$ cat src/rtl/qsfp_port_pkg.sv
// Shared types and sizing helpers for the QSFP cage supervisor.
// Latency: n/a (types and functions only).
// Backpressure: n/a.
package qsfp_port_pkg;

    typedef enum logic [2:0] {
        ABSENT = 3'd0,
        RESET  = 3'd1,
        INIT   = 3'd2,
        READY  = 3'd3,
        ACTIVE = 3'd4
    } port_state_t;

    localparam int MIN_CNT_W = 1;

    // Cycles per microsecond; clamped so a sub-MHz clock still ticks every cycle.
    function automatic int us_cycles(input int clock_frequency);
        int c;
        c = clock_frequency / 1_000_000;
        return (c < 1) ? 1 : c;
    endfunction

    // Width of a counter that must hold values 0..max_value.
    function automatic int cnt_width(input int max_value);
        int w;
        w = $clog2(max_value + 1);
        return (w < MIN_CNT_W) ? MIN_CNT_W : w;
    endfunction

    function automatic int timer_width(input int reset_pulse_us, input int init_wait_us);
        return cnt_width((reset_pulse_us > init_wait_us) ? reset_pulse_us : init_wait_us);
    endfunction

endpackage

$ cat src/rtl/qsfp_presence_debounce.sv
// Synchronises one raw ModPrsL and debounces it on microsecond ticks; present = ~debounced level.
// Latency: 2 sync cycles + DEBOUNCE_US ticks + 1 cycle to flip the debounced level.
// Backpressure: none; free-running sampler.
module qsfp_presence_debounce
    import qsfp_port_pkg::*;
#(
    parameter int DEBOUNCE_US = 10000
) (
    input  logic system_clock,
    input  logic system_reset,
    input  logic us_tick,
    input  logic modprsl,
    output logic present
);

    localparam int CNT_W = cnt_width(DEBOUNCE_US);

    logic             sync_a;
    logic             sync_b;
    logic             level;
    logic [CNT_W-1:0] cnt;

    // Sync chain and debounced level idle high (no module) so reset reads as absent.
    always_ff @(posedge system_clock) begin
        if (system_reset) begin
            sync_a <= 1'b1;
            sync_b <= 1'b1;
            level  <= 1'b1;
            cnt    <= '0;
        end else begin
            sync_a <= modprsl;
            sync_b <= sync_a;
            if (sync_b == level) begin
                cnt <= '0;
            end else if (cnt >= CNT_W'(DEBOUNCE_US)) begin
                level <= sync_b;
                cnt   <= '0;
            end else if (us_tick) begin
                cnt <= cnt + 1'b1;
            end
        end
    end

    assign present = ~level;

endmodule

$ cat src/rtl/qsfp_port_manager.sv
// Per-cage ModPrsL debounce, ResetL pulse + init wait, HPD and {active,ready} LEDs; QSFP_PORT_MANAGER_BLINK_EN blinks the ready LED.
// Latency: outputs registered, change one cycle after the causing event.
// Backpressure: none; channels are independent and always serviced.
module qsfp_port_manager
    import qsfp_port_pkg::*;
#(
    parameter int CHANNELS        = 1,
    parameter int CLOCK_FREQUENCY = 200_000_000,
    parameter int DEBOUNCE_US     = 10000,
    parameter int RESET_PULSE_US  = 10,
    parameter int INIT_WAIT_US    = 2000000,
    parameter int BLINK_HALF_US   = 250000
) (
    input  logic                  system_clock,
    input  logic                  system_reset,
    input  logic [CHANNELS-1:0]   modprsl,
    input  logic [CHANNELS-1:0]   restart,
    input  logic [CHANNELS-1:0]   run,
    output logic [CHANNELS-1:0]   resetl,
    output logic [CHANNELS-1:0]   hpd,
    output logic [2*CHANNELS-1:0] led
);

    localparam int US_CYC = us_cycles(CLOCK_FREQUENCY);
    localparam int PRE_W  = cnt_width(US_CYC);
    localparam int TMR_W  = timer_width(RESET_PULSE_US, INIT_WAIT_US);

    logic [PRE_W-1:0] pre_cnt;
    logic             us_tick;

    assign us_tick = (pre_cnt == PRE_W'(US_CYC - 1));

    always_ff @(posedge system_clock) begin
        if (system_reset) begin
            pre_cnt <= '0;
        end else if (us_tick) begin
            pre_cnt <= '0;
        end else begin
            pre_cnt <= pre_cnt + 1'b1;
        end
    end

`ifdef QSFP_PORT_MANAGER_BLINK_EN
    localparam int BLK_W = cnt_width(BLINK_HALF_US);

    logic [BLK_W-1:0] blink_cnt;
    logic             blink_phase;

    always_ff @(posedge system_clock) begin
        if (system_reset) begin
            blink_cnt   <= '0;
            blink_phase <= 1'b0;
        end else if (us_tick) begin
            if (blink_cnt == BLK_W'(BLINK_HALF_US - 1)) begin
                blink_cnt   <= '0;
                blink_phase <= ~blink_phase;
            end else begin
                blink_cnt <= blink_cnt + 1'b1;
            end
        end
    end
`endif

    for (genvar ch = 0; ch < CHANNELS; ch++) begin : g_ch
        logic             present;
        port_state_t      state_q;
        port_state_t      state_d;
        logic [TMR_W-1:0] timer_q;
        logic             timer_clr;
        logic             resetl_q;
        logic             hpd_q;
        logic [1:0]       led_q;
        logic             ready_led;

        qsfp_presence_debounce #(
            .DEBOUNCE_US (DEBOUNCE_US)
        ) u_debounce (
            .system_clock (system_clock),
            .system_reset (system_reset),
            .us_tick      (us_tick),
            .modprsl      (modprsl[ch]),
            .present      (present)
        );

        // Loss of presence beats restart, which beats the normal progression.
        always_comb begin
            state_d   = state_q;
            timer_clr = 1'b0;
            if (!present) begin
                state_d = ABSENT;
            end else begin
                case (state_q)
                    ABSENT:  state_d = RESET;
                    RESET:   if (timer_q >= TMR_W'(RESET_PULSE_US)) state_d = INIT;
                    INIT:    if (timer_q >= TMR_W'(INIT_WAIT_US))   state_d = READY;
                    READY:   if (run[ch])  state_d = ACTIVE;
                    ACTIVE:  if (!run[ch]) state_d = READY;
                    default: state_d = ABSENT;
                endcase
                if (restart[ch] && (state_q != ABSENT)) begin
                    state_d   = RESET;
                    timer_clr = 1'b1;
                end
            end
            if (state_d != state_q) begin
                timer_clr = 1'b1;
            end
        end

`ifdef QSFP_PORT_MANAGER_BLINK_EN
        assign ready_led = (state_d == RESET) ||
                           (blink_phase && ((state_d == READY) || (state_d == INIT)));
`else
        assign ready_led = (state_d == READY);
`endif

        // Outputs decode the next state so they move in the same cycle as the state register.
        always_ff @(posedge system_clock) begin
            if (system_reset) begin
                state_q  <= ABSENT;
                timer_q  <= '0;
                resetl_q <= 1'b0;
                hpd_q    <= 1'b0;
                led_q    <= 2'b00;
            end else begin
                state_q <= state_d;
                if (timer_clr) begin
                    timer_q <= '0;
                end else if (us_tick && (timer_q != '1)) begin
                    timer_q <= timer_q + 1'b1;
                end
                resetl_q <= (state_d == INIT) || (state_d == READY) || (state_d == ACTIVE);
                hpd_q    <= (state_d == READY) || (state_d == ACTIVE);
                led_q    <= {(state_d == ACTIVE), ready_led};
            end
        end

        assign resetl[ch]       = resetl_q;
        assign hpd[ch]          = hpd_q;
        assign led[2*ch +: 2]   = led_q;
    end

endmodule

$ cat config.mk
export PLATFORM = sky130hd
export DESIGN_NAME = qsfp_port_manager
export DESIGN_NICKNAME = d
export VERILOG_FILES = /design/src/rtl/qsfp_port_pkg.sv /design/src/rtl/qsfp_presence_debounce.sv /design/src/rtl/qsfp_port_manager.sv
export SDC_FILE = /design/constraint.sdc
export NUM_CORES = 1
export LEC_CHECK = 0
export BUFFER_PORTS_ARGS = -buffer_cell sky130_fd_sc_hd__buf_2
export CAP_MARGIN = 20
export CORE_MARGIN = 10
export CORE_UTILIZATION = 40
export DETAILED_ROUTE_END_ITERATION = 12
export HOLD_SLACK_MARGIN = 0.05
export PLACE_DENSITY = 0.57
export SLEW_MARGIN = 20
export SYNTH_ARGS = -nofsm -noshare
export SYNTH_HDL_FRONTEND = slang
export SYNTH_SLANG_ARGS = --single-unit
$ cat constraint.sdc
create_clock -name system_clock -period 2.62 [get_ports system_clock]
set_clock_uncertainty 0.1 [all_clocks]
set_input_delay 0.393 -clock system_clock [delete_from_list [all_inputs] [get_ports system_clock]]
set_output_delay 0.393 -clock system_clock [all_outputs]
set_load 0.01 [all_outputs]
# Yosys cells after proc, flatten, opt, wreduce, memory -nomap -nowiden
# Index checks and enable logic that the tools add are counted.
word_totals:
  input_bits: 5
  elab_cells: 49
  out_inout_bits: 4
  regBits: 53
op_classes:
  order_cmp: 3
  n_mux: 10
  eq_ne: 11
  bitwise_logic: 1
  n_reduce_logical: 11
  n_addsub: 3
ops:
  columns: ["operator", "n"]
  rows:
  - ["21-bit by 1-bit adder with 21-bit output, second input constant", 1]
  - ["21-bit >= comparator, second input constant", 1]
  - ["21-bit by 4-bit >= comparator with 1-bit output, second input constant", 1]
  - ["21-bit != test, second input constant", 1]
  - ["3-bit 2-to-1 mux", 6]
  - ["3-bit one-hot mux with 5 select lines", 1]
  - ["14-bit by 1-bit adder with 14-bit output, second input constant", 1]
  - ["14-bit >= comparator, second input constant", 1]
  - ["3-bit by 2-bit equality test with 1-bit output, second input constant", 4]
  - ["8-bit by 1-bit adder with 8-bit output, second input constant", 1]
  - ["8-bit equality test, second input constant", 1]
  - ["3-bit equality test, second input constant", 2]
  - ["2-bit OR reduction", 2]
  - ["3-bit by 1-bit equality test with 1-bit output, second input constant", 1]
  - ["3-bit logical NOT", 1]
  - ["1-bit logical OR", 3]
  - ["1-bit 2-to-1 mux", 3]
  - ["3-bit != test", 1]
  - ["3-bit nonzero test", 1]
  - ["3-bit OR reduction", 1]
  - ["1-bit logical AND", 2]
  - ["2-bit AND reduction", 1]
  - ["1-bit equality test", 1]
  - ["1-bit NOT", 1]

# Logic depth before layout (Yosys ltp)
# Gate-level depths: netlist (run 1).
logic_depth:
  word_depth: 8
  mapped_depth: 9
  mapped_depth_nobuf: 8

# Hierarchy
# A second synthesis (run 1) with hierarchy kept.
unflattened:
  cells_unflattened: 299
  area_unflattened_um2: 2671.3
by_module_without_submodules:
  columns: ["mod", "area_each_um2", "seq_area_each_um2", "cells_each", "instances"]
  rows:
  - ["qsfp_port_manager", 1935.6, 720.7, 220, 1]
  - ["qsfp_presence_debounce", 735.7, 340.3, 79, 1]

# Least setup slack after synthesis (run 1)
# OpenSTA, ideal clock, no wires.
synth_path:
  kind: "register -> register"
  startpoint: "register g_ch[0].timer_q[0]"
  endpoint: "register g_ch[0].timer_q[14]"
  t_arrival_ns: 2.267
  n_path_buf: 1
  required_ns: 2.424
  path_stages_with_launch: 10
  period_less_slack_ns: 2.463
  setup_time_ns: 0.096
  setup_slack_ns: 0.157
  path_cell_list: "dfxtp_1 > inv_1 > ha_1 > o31ai_1 > nand3_1 > or4_1 > a311o_2 > xnor2_4 > buf_6 > nor4b_1"
synth_between:
  elab_chain_len: 8
  elab_cells_between_ends: 13
  cone_classes: "1 x add/sub; 2 x order compare; 2 x eq/ne; 6 x mux; 2 x reduce/logical"
synth_lines:
  columns: ["element", "line", "rtl"]
  rows:
  - ["start, declared", "qsfp_port_manager.sv:68", "logic [TMR_W-1:0] timer_q;"]
  - ["start signal, assigned", "qsfp_port_manager.sv:130", "timer_q <= timer_q + 1'b1;"]
  - ["21-bit >= comparator / 21-bit by 4-bit >= comparator with 1-bit output (equally long branches)", "qsfp_port_manager.sv:95, qsfp_port_manager.sv:94", null]
  - ["3-bit 2-to-1 mux (on tied branches)", "qsfp_port_manager.sv:95, qsfp_port_manager.sv:94", null]
  - ["3-bit one-hot mux with 5 select lines", "qsfp_port_manager.sv:92", "case (state_q)"]
  - ["3-bit 2-to-1 mux", "qsfp_port_manager.sv:100", "if (restart[ch] && (state_q != ABSENT)) begin"]
  - ["3-bit 2-to-1 mux", "qsfp_port_manager.sv:89", "if (!present) begin"]
  - ["3-bit != test", "qsfp_port_manager.sv:105", "if (state_d != state_q) begin"]
  - ["1-bit 2-to-1 mux", "qsfp_port_manager.sv:105", null]
  - ["2-bit OR reduction (no line)", null, null]
# Parallel ways exist; a longest one is shown, timed or not.
# A chain may end at the register's enable or synchronous reset.

# Worst setup path in the final report (run 1)
layout_path:
  startpoint: "register g_ch[0].timer_q[7]"
  endpoint: "register g_ch[0].timer_q[1]"
# The elaborated chain is that of the path after synthesis.

==> results of run 1 <==
## worst paths after layout
check,startpoint,end,slack (ns),cells past startpoint
min,modprsl,g_ch[0].u_debounce.sync_a,0.17,2
max reg2reg,g_ch[0].timer_q[7],g_ch[0].timer_q[1],0.12,7
max,g_ch[0].timer_q[7],g_ch[0].timer_q[1],0.12,7
min reg2reg,g_ch[0].u_debounce.sync_a,g_ch[0].u_debounce.sync_b,0.32,1
## worst max-delay path, delay by kind of cell, from the launching register on
kind	cells	cell delay, ns
and+or+nand+nor	3	1.00
AOI/OAI and AO/OA	2	0.68
DFF	1	0.32
buffers and inverters	1	0.16
xor gates and xnor gates	1	0.15
## cell type report
| class | instances | area (um2) |
|---|---|---|
| sequential | 53 | 1060 |
| fill | 595 | 3150 |
| clock buffer | 6 | 72.6 |
| tap | 75 | 93.8 |
| timing repair buffer | 28 | 203 |
| clock inverter | 2 | 13.8 |
| multi-input combinational | 218 | 1380 |
| inverter | 13 | 48.8 |
## where the power goes
| part | internal (W) | leakage [nW] | total, W | switching (W) |
|---|---|---|---|---|
| Sequential | 0.000810 | 0.428 | 0.000814 | 0.00000400 |
| Clock | 0.000191 | 0.0456 | 0.000461 | 0.000270 |
| Combinational | 0.0000100 | 0.549 | 0.0000268 | 0.0000167 |
| Total | 0.00101 | 1.02 | 0.00130 | 0.000290 |
## layer usage
metal | routed length, um | vias up | GRT usage (%)
li1 | - | 1070 | -
met1 | 2550 | 929 | 13.6
met2 | 2120 | 27 | 15.6
met3 | 183 | 6 | 2.63
met4 | 51 | 0 | 3.31
met5 | 0 | - | 0
## metrics by stage
step	utilization [%]	area [um2]	power, W	setup slack [ns]
3_5_place_dp	45.6	2750	0.000859	0.0247
3_3_place_gp	45.6	2750	0.000859	0.0768
4_1_cts	47.0	2830	0.00132	0.0686
6_report	47.8	2880	0.00130	0.115
2_1_floorplan	-	2520	0.000849	0.157
5_1_grt	47.8	2880	0.00135	-0.00849
## what timing repair did
action | 4_1_cts | 5_1_grt
pin swaps | 1 | 2
endpoints found under the setup margin | 1 | 14
resized for setup | 0 | 8
## layout by cell type (no fill, tap or decap), drive strengths merged, types with 2 or more instances in the layout
master  netlist  routed
o31ai         2       2
nand4         9       9
nand2        28      28
o21ai         5       5
xor2         14      14
or3           5       5
a21oi         7       7
nor4          7       7
nor3b         2       2
buf           5      28
dfxtp        53      53
xnor2        20      20
and2          2       2
or2           4       4
nor2         34      34
nor3         35      35
inv          13      14
and4          2       2
ha            5       5
and3          5       5
nor4b         2       2
a31oi         2       2
nand3        10      10
o211ai        2       2
clkbuf        4       6
a211o         2       2
## flip-flops by register name, indices dropped and copies added (netlist names)
register	cells
led	2
pre_cnt	8
g_ch.u_debounce.cnt	14
g_ch.u_debounce.sync_a	1
g_ch.state_q	3
hpd	1
g_ch.u_debounce.level	1
resetl	1
g_ch.timer_q	21
g_ch.u_debounce.sync_b	1
## kinds of logic after synthesis
| kind of cell | Yosys count |
|---|---|
| AND/OR/NAND/NOR | 148 |
| flip-flops | 53 |
| XOR/XNOR | 34 |
| AO/OA/AOI/OAI | 30 |
| buffers and inverters | 23 |
| adder cells (fa/ha/maj) | 5 |
| multiplexers | 1 |
==> flow_metrics.env, run 1 <==
export IMPL_place_congestion=0.817
export IMPL_layout_drive_gt1_share_pct=15.3
export IMPL_die_h_um=99.5
export IMPL_status="complete, no violations"
export IMPL_h_tree_depth=2
export IMPL_max_slew_margin_pct=65.5
export IMPL_drv_slew=0
export IMPL_num_rows=28
export IMPL_critPathRequiredTime_ns=2.72
export IMPL_critPathLaunchType="flip-flop"
export IMPL_cts_buffers=5
export IMPL_synth_area_per_cell_um2=8.59
export IMPL_clk_path_buf_depth=2
export IMPL_cp_max_fo=21
export IMPL_antenna_found_initial=0
export IMPL_async_reset_ff_share_pct=0
export IMPL_synth_simple_area_share_pct=29.4
export IMPL_hpwl_mm=3.60
export IMPL_die_w_um=99.5
export IMPL_drt_pass1_iter_count=4
export IMPL_stdcell_count=395
export IMPL_slowest_delay_ns=0.49
export IMPL_start_util_pct=41.9
export IMPL_cts_setup_buffers=0
export IMPL_timing_fmax_mhz=399
export IMPL_synth_distinct_cells=45
export IMPL_vias=2032
export IMPL_period_share_pct=95.6
export IMPL_grt_pass1_vias=1846
export IMPL_synth_top_family_by_area="simple AND/OR/NAND/NOR gates"
export IMPL_yosysMostFrequentCell="dfxtp_1"
export IMPL_tightestPinTransition_ns=0.513
export IMPL_ys_ff_latch=53
export IMPL_synth_adder_area_share_pct=2.48
export IMPL_hold_slack_ns=0.169
export IMPL_drc=0
export IMPL_grt_usage_pct=10.2
export IMPL_drtIter0Drc=69
export IMPL_synth_area_um2=2520
export IMPL_vias_per_cell=5.14
export IMPL_wl_per_cell_um=12.4
export IMPL_dp_cells=387
export IMPL_grt_start_max_net_pins=22
export IMPL_seq_area_frac_synth_pct=42.0
export IMPL_yosys_area_top_type_share_pct=42.0
export IMPL_core_um2=6030
export IMPL_clock_sinks=53
export IMPL_clockRootBuffer="clkbuf_8"
export IMPL_syn_nets=304
export IMPL_cp_end_kind="flip-flop"
export IMPL_ys_flop_type="dfxtp_1"
export IMPL_dieArea_um2=9890
export IMPL_setup_viol=0
export IMPL_fin_tns_setup_ns=0
export IMPL_place_port_buffers=8
export IMPL_synth_xor_area_share_pct=12.5
export IMPL_rsz0062_at_grt="true"
export IMPL_synth_compound_area_share_pct=8.18
export IMPL_p_per_area_nw_per_um2=452
export IMPL_yosys_top_cells_area="dfxtp_1, nor3_1, xnor2_1"
export IMPL_ios=9
export IMPL_cp_cell_sequence="nor3_1 > nand4_1 > or4_1 > a311o_2 > xnor2_4 > buf_12 > a2111oi_4"
export IMPL_cts_hold_buf=0
export IMPL_gr_total_overflow=0
export IMPL_syn2layout_area_growth_pct=14.0
export IMPL_hp_class="input pin to flip-flop"
export IMPL_yosys_area_top_type="dfxtp_1"
export IMPL_synth_cells=294
export IMPL_yosysWarnings=0
export IMPL_clock_latency_ns=0.31
export IMPL_synth_common_cells="dfxtp_1, nor3_1, nor2_1, nand2_1, xnor2_1"
export IMPL_synth_edf_count=0
export IMPL_slowest_stage="or4_1"
export IMPL_cellLeakagePower_nw=1.02
export IMPL_routed_wl_mm=4.91
export IMPL_synth_area_mux_share_pct=0.396
export IMPL_post_route_min_period_ns=2.50
export IMPL_grt_pass1_wl_mm=8.51
export IMPL_antenna_cells=0
export IMPL_fin_nets=329
export IMPL_worstPathArrival_ns=2.61
export IMPL_critical_path_class="flip-flop to flip-flop"
export IMPL_cap_viol_max_count=0
export IMPL_hold_viol=0
export IMPL_cts_tree="built"
export IMPL_max_vdd_ir_drop_mv=0.303
export IMPL_postRouteAntennaNets=0
export IMPL_path_clk_slew_ns=0.10
Power figures use the tool's default switching activity.
==> run 2: changes to the inputs <==
--- a/config.mk
+++ b/config.mk
@@ -5,13 +5,13 @@
 export SDC_FILE = /design/constraint.sdc
 export NUM_CORES = 1
 export LEC_CHECK = 0
-export BUFFER_PORTS_ARGS = -buffer_cell sky130_fd_sc_hd__buf_2
 export CAP_MARGIN = 20
 export CORE_MARGIN = 10
 export CORE_UTILIZATION = 40
 export DETAILED_ROUTE_END_ITERATION = 12
+export DONT_BUFFER_PORTS = 1
 export HOLD_SLACK_MARGIN = 0.05
-export PLACE_DENSITY = 0.57
+export PLACE_DENSITY = 0.55
 export SLEW_MARGIN = 20
 export SYNTH_ARGS = -nofsm -noshare
 export SYNTH_HDL_FRONTEND = slang
==> flow_metrics.env, run 2 (same netlist as run 1, synthesis figures left out) <==
export IMPL_status="complete, no violations"
export IMPL_path_clk_slew_ns=0.10
export IMPL_layout_commonest_cell="dfxtp_1"
export IMPL_top_regs="g_ch.timer_q: 21 flops, g_ch.u_debounce.cnt: 14 flops, pre_cnt: 8 flops"
export IMPL_cp_max_fo=21
export IMPL_slowest_stage="or4_1"
export IMPL_core_um2=6030
export IMPL_drt_pass1_iter_count=4
export IMPL_tightestPinTransition_ns=0.503
export IMPL_power_frac_seq_pct=61.4
export IMPL_dieArea_um2=9890
export IMPL_clockRootBuffer="clkbuf_8"
export IMPL_cts_setup_buffers=0
export IMPL_syn2layout_area_growth_pct=12.8
export IMPL_final_cell_mix="dfxtp_1, nor2_1, nor3_1"
export IMPL_hp_class="input pin to flip-flop"
export IMPL_ios=9
export IMPL_place_congestion=0.792
export IMPL_routed_wl_mm=5.17
export IMPL_drv_slew=0
export IMPL_regMostFlops="g_ch.timer_q"
export IMPL_fillers=608
export IMPL_cp_buffers_inverters=1
export IMPL_sw_frac_of_total_pct=23.4
export IMPL_slowest_delay_ns=0.49
export IMPL_grt_start_max_net_pins=22
export IMPL_h_tree_depth=2
export IMPL_postRouteAntennaNets=0
export IMPL_worstPathArrival_ns=2.66
export IMPL_fin_nets=322
export IMPL_grt_pass1_wl_mm=8.81
export IMPL_layout_drive_gt1_share_pct=13.1
export IMPL_setup_viol=0
export IMPL_r2r_slack_ns=0.08
export IMPL_die_h_um=99.5
export IMPL_max_slew_margin_pct=66.2
export IMPL_worstReg2RegEnd="g_ch[0].timer_q[1]"
export IMPL_clkPwrFrac_pct=36.9
export IMPL_place_port_buffers=0
export IMPL_drc=0
export IMPL_critical_path_class="flip-flop to flip-flop"
export IMPL_power_internal_w=0.00102
export IMPL_fin_tns_setup_ns=0
export IMPL_max_vdd_ir_drop_mv=0.285
export IMPL_antenna_found_initial=0
export IMPL_final_cell_area_um2=2850
export IMPL_clock_sinks=53
export IMPL_timing_fmax_mhz=393
export IMPL_hpwl_mm=3.70
export IMPL_cp_end_kind="flip-flop"
export IMPL_hp_start="modprsl"
export IMPL_p_per_area_nw_per_um2=466
export IMPL_worst_slack_ns=0.0782
export IMPL_grt_usage_pct=10.5
export IMPL_cap_viol_max_count=0
export IMPL_clk_path_buf_depth=2
export IMPL_dpl_cell_area_um2=2700
export IMPL_hold_viol=0
export IMPL_post_route_min_period_ns=2.54
export IMPL_worst_hold_path_endpoint="g_ch[0].u_debounce.sync_a"
export IMPL_critPathRequiredTime_ns=2.74
export IMPL_gr_total_overflow=0
export IMPL_vias=2012
export IMPL_power_switching_w=0.000311
export IMPL_start_util_pct=41.9
export IMPL_cts_tree="built"
export IMPL_die_w_um=99.5
export IMPL_cp_cell_sequence="nor4_2 > nand4_1 > or4_1 > a311o_2 > xnor2_4 > buf_12 > a2111oi_4"
export IMPL_r2r_start="g_ch[0].timer_q[12]"
export IMPL_rr_worst_depth=7
export IMPL_clock_latency_ns=0.31
export IMPL_critPathLaunchType="flip-flop"
export IMPL_period_share_pct=97.0
export IMPL_cts_buffers=5
export IMPL_largest_reg_flops=21
export IMPL_power_share_combinational_pct=1.8
export IMPL_antenna_cells=0
export IMPL_drtIter0Drc=97
export IMPL_min_path_cells=1
export IMPL_vias_per_cell=5.19
export IMPL_grt_pass1_vias=1849
export IMPL_crit_family="simple AND/OR/NAND/NOR gates"
export IMPL_post_route_util_pct=47.3
export IMPL_cellLeakagePower_nw=0.987
export IMPL_wl_per_cell_um=13.3
export IMPL_dpl_worst_slack_ns=-0.0353
export IMPL_num_rows=28
run 2: changes by cell type in the layout (fill, tap and decap cells not counted), sizes merged:
| cell | change |
|---|---|
| buf | -9 |
| clkbuf | -1 |
| clkinv | +1 |
| dlygate4sd3 | +2 |
run 2: timing repair:
action	CTS	global route
hold endpoints to repair	9	1
gates cloned	0	0
endpoints found under the setup margin	1	3
hold buffers	1	1
pin swaps	1	3
gates resized for setup	1	6
run 2: worst max path at each step:
stage	from	to	slack [ns]	depth (start not counted)
final	g_ch[0].timer_q[12]	g_ch[0].timer_q[1]	0.08	7
after global routing	g_ch[0].timer_q[0]	g_ch[0].timer_q[14]	-0.001	9
after CTS	g_ch[0].timer_q[0]	g_ch[0].timer_q[1]	0.005	9
after detailed placement	g_ch[0].timer_q[0]	g_ch[0].timer_q[1]	-0.04	9
after global placement	g_ch[0].timer_q[0]	g_ch[0].timer_q[1]	0.09	9
after floorplan	g_ch[0].timer_q[0]	g_ch[0].timer_q[14]	0.16	9
run 2: through the flow:
step,total power (W),cells,hold WS [ns]
after floorplan,0.000849,294,0.289
after global placement,0.000851,378,0.304
after detailed placement,0.000851,378,0.305
after CTS,0.00135,387,0.0575
after global routing,0.00138,388,0.0502
final,0.00133,388,0.0783
run 2: power by group through the flow:
| stage | clock [W] | sequential [W] | combinational [W] |
|---|---|---|---|
| floorplan | 0 | 0.000832 | 0.0000173 |
| global placement | 0 | 0.000833 | 0.0000187 |
| detailed placement | 0 | 0.000833 | 0.0000188 |
| CTS | 0.000509 | 0.000814 | 0.0000222 |
| global route | 0.000535 | 0.000815 | 0.0000265 |
| finish | 0.000489 | 0.000814 | 0.0000237 |
run 2: final cells by class:
class | instances | area, um2 | share of cell area [%]
clock inverter | 3 | 26.3 | 0.922
inverter | 13 | 48.8 | 1.71
timing repair buffer | 21 | 175 | 6.15
multi-input combinational | 218 | 1370 | 48.2
tap | 75 | 93.8 | 3.29
sequential | 53 | 1060 | 37.3
clock buffer | 5 | 68.8 | 2.42
run 2: layer usage:
| layer | global-route usage (%) | vias to the layer above | part of all wire, % |
|---|---|---|---|
| met5 | 0 | - | 0 |
| met2 | 15.8 | 20 | 44 |
| met4 | 3.31 | 0 | 0.81 |
| met1 | 14.1 | 928 | 52 |
| met3 | 3.04 | 4 | 2.7 |
| li1 | - | 1060 | - |
==> run 3: changes to the inputs <==
--- a/config.mk
+++ b/config.mk
@@ -5,6 +5,7 @@
 export SDC_FILE = /design/constraint.sdc
 export NUM_CORES = 1
 export LEC_CHECK = 0
+export ABC_AREA = 1
 export CAP_MARGIN = 20
 export CORE_MARGIN = 10
 export CORE_UTILIZATION = 40
==> flow_metrics.env, run 3 <==
export IMPL_status="complete, no violations"
export IMPL_grt_pass1_vias=2556
export IMPL_worstPathArrival_ns=2.42
export IMPL_antenna_found_initial=0
export IMPL_syn_nets=476
export IMPL_max_slew_margin_pct=55.4
export IMPL_cpMostUsedCell="nand2_1"
export IMPL_critPathRequiredTime_ns=2.74
export IMPL_cap_viol_max_count=0
export IMPL_power_frac_seq_pct=58.3
export IMPL_hp_class="input pin to flip-flop"
export IMPL_synth_area_um2=3190
export IMPL_cp_max_fo=21
export IMPL_max_vdd_ir_drop_mv=0.204
export IMPL_top_layer="met4"
export IMPL_crit_family="simple AND/OR/NAND/NOR gates"
export IMPL_dieArea_um2=11900
export IMPL_synth_area_per_cell_um2=6.84
export IMPL_routed_wl_mm=6.61
export IMPL_die_w_um=109
export IMPL_r2r_slack_ns=0.31
export IMPL_timing_fmax_mhz=433
export IMPL_grt_start_max_net_pins=25
export IMPL_power_internal_w=0.00110
export IMPL_p_per_area_nw_per_um2=415
export IMPL_setup_viol=0
export IMPL_h_tree_depth=2
export IMPL_core_um2=7730
export IMPL_drc=0
export IMPL_drv_slew=0
export IMPL_layout_drive_gt1_share_pct=10.8
export IMPL_clock_sinks=53
export IMPL_sw_frac_of_total_pct=21.0
export IMPL_wl_per_cell_um=11.7
export IMPL_r2r_start="g_ch[0].timer_q[0]"
export IMPL_worstReg2RegEnd="g_ch[0].timer_q[18]"
export IMPL_fillers=815
export IMPL_clock_latency_ns=0.30
export IMPL_hp_start="system_reset"
export IMPL_layout_commonest_cell="nand2_1"
export IMPL_die_h_um=109
export IMPL_gr_total_overflow=0
export IMPL_ios=9
export IMPL_seq_area_frac_synth_pct=33.3
export IMPL_place_congestion=0.887
export IMPL_top_regs="g_ch.timer_q: 21 flops, g_ch.u_debounce.cnt: 14 flops, pre_cnt: 8 flops"
export IMPL_wl_met2_mm=3.05
export IMPL_yosys_area_top_type_share_pct=33.3
export IMPL_ys_flop_type="dfxtp_1"
export IMPL_largest_reg_flops=21
export IMPL_critical_path_class="flip-flop to flip-flop"
export IMPL_min_path_cells=1
export IMPL_vias=2731
export IMPL_hpwl_mm=5.01
export IMPL_yosys_area_top_type="dfxtp_1"
export IMPL_power_share_combinational_pct=1.9
export IMPL_drt_pass1_iter_count=4
export IMPL_postRouteAntennaNets=0
export IMPL_synth_common_cells="nand2_1, inv_1, nor2_1, dfxtp_1, nand3_1"
export IMPL_synth_edf_count=0
export IMPL_ys_ff_latch=53
export IMPL_cp_buffers_inverters=2
export IMPL_cts_setup_buffers=0
export IMPL_regMostFlops="g_ch.timer_q"
export IMPL_cellLeakagePower_nw=1.21
export IMPL_grt_usage_pct=11.7
export IMPL_final_cell_mix="nand2_1, inv_1, nor2_1"
export IMPL_regArea_um2=1060
export IMPL_cts_buffers=5
export IMPL_final_cell_area_um2=3350
export IMPL_hold_viol=0
export IMPL_met3_length_um=180
export IMPL_drt_met1_wl_mm=3.32
export IMPL_fin_nets=474
export IMPL_synth_distinct_cells=36
export IMPL_yosys_top_cells_area="dfxtp_1, nand2_1, inv_1"
export IMPL_fin_tns_setup_ns=0
export IMPL_cp_cell_sequence="inv_1 > ha_1 > inv_1 > a21oi_1 > nor2_1 > nand2_1 > nand2_1 > nand2_1 > nand3_1 > nand3_2 > nor3_1"
export IMPL_power_switching_w=0.000293
export IMPL_cts_tree="built"
export IMPL_vias_per_cell=4.83
export IMPL_start_util_pct=41.3
export IMPL_slowest_delay_ns=0.50
export IMPL_dpl_cell_area_um2=3230
export IMPL_syn2layout_area_growth_pct=5.22
export IMPL_num_rows=32
export IMPL_clkPwrFrac_pct=39.8
export IMPL_yosysMostFrequentCell="nand2_1"
export IMPL_path_clk_slew_ns=0.10
export IMPL_period_share_pct=88.1
export IMPL_post_route_min_period_ns=2.31
export IMPL_critPathLaunchType="flip-flop"
export IMPL_tightestPinTransition_ns=0.668
export IMPL_slowest_stage="nand3_2"
export IMPL_worst_hold_path_endpoint="g_ch[0].state_q[1]"
export IMPL_rr_worst_depth=11
export IMPL_antenna_cells=0
export IMPL_drtIter0Drc=128
export IMPL_yosysWarnings=0
export IMPL_rsz0062_at_grt="false"
export IMPL_grt_pass1_wl_mm=11.6
export IMPL_multi_input_area_um2=1760
export IMPL_cp_end_kind="flip-flop"
export IMPL_place_port_buffers=0
export IMPL_clk_path_buf_depth=2
export IMPL_synth_cells=466
export IMPL_clockRootBuffer="clkbuf_8"
export IMPL_async_reset_ff_share_pct=0
[run 3: cell types whose count changed after synthesis, sizes merged, moves of 7 or more]
cell | before | now
nand3 | 10 | 26
inv | 13 | 74
nand2 | 28 | 112
xnor2 | 20 | 3
a21oi | 7 | 18
nor3 | 35 | 42
o21ai | 5 | 16
nor2 | 34 | 62
[run 3: cell families after synthesis]
group | share of synthesized area, %
simple gates | 40.8
buf+inv | 11.9
flops | 33.3
compound gates | 7.10
xor+xnor | 4.95
fa+ha+maj | 1.96
[run 3: through the flow]
stage          hold slack [ns]  cells  worst slack (ns)  utilization (%)  total power [W]
2_1_floorplan            0.289    466             0.752                -         0.000855
4_1_cts                 0.0578    566             0.132             43.3          0.00142
3_5_place_dp             0.309    558             0.183             41.8         0.000856
6_report                0.0732    566             0.312             43.4          0.00139
3_3_place_gp             0.308    558             0.241             41.8         0.000856
5_1_grt                 0.0620    566            0.0293             43.4          0.00146
[run 3: layout make-up]
cell class	instances	area share [%]
Clock buffer	5	2.05
Clock inverter	2	1.16
Timing Repair Buffer	3	0.746
Inverter	74	8.28
Sequential cell	53	31.6
Tap cell	102	3.80
Multi-Input combinational cell	327	52.3
[run 3: routing by layer]
layer | GRT usage [%] | vias up
met2 | 18.9 | 26
met1 | 15.6 | 1238
met4 | 2.97 | 0
li1 | - | 1463
met3 | 2.48 | 4
met5 | 0 | -
[run 3: worst max path at each step]
stage	start	endpoint	slack, ns	cells past startpoint
floorplan	g_ch[0].timer_q[1]	g_ch[0].timer_q[9]	0.75	10
global placement	g_ch[0].timer_q[1]	g_ch[0].timer_q[8]	0.24	10
detailed placement	g_ch[0].timer_q[1]	g_ch[0].timer_q[3]	0.18	10
CTS	g_ch[0].timer_q[1]	g_ch[0].timer_q[10]	0.13	10
global route	g_ch[0].timer_q[0]	g_ch[0].timer_q[18]	0.03	11
finish	g_ch[0].timer_q[0]	g_ch[0].timer_q[18]	0.31	11
[run 3: power groups by stage]
stage	registers [W]	clock network, W	logic, W
4_1_cts	0.000813	0.000579	0.0000265
5_1_grt	0.000814	0.000613	0.0000300
3_5_place_dp	0.000832	0	0.0000245
6_report	0.000813	0.000555	0.0000258
2_1_floorplan	0.000831	0	0.0000238
3_3_place_gp	0.000832	0	0.0000240
[run 3: timing repair]
action,4_1_cts,5_1_grt
hold endpoints to repair,4,0
hold buffers,1,0
resized for setup,0,0
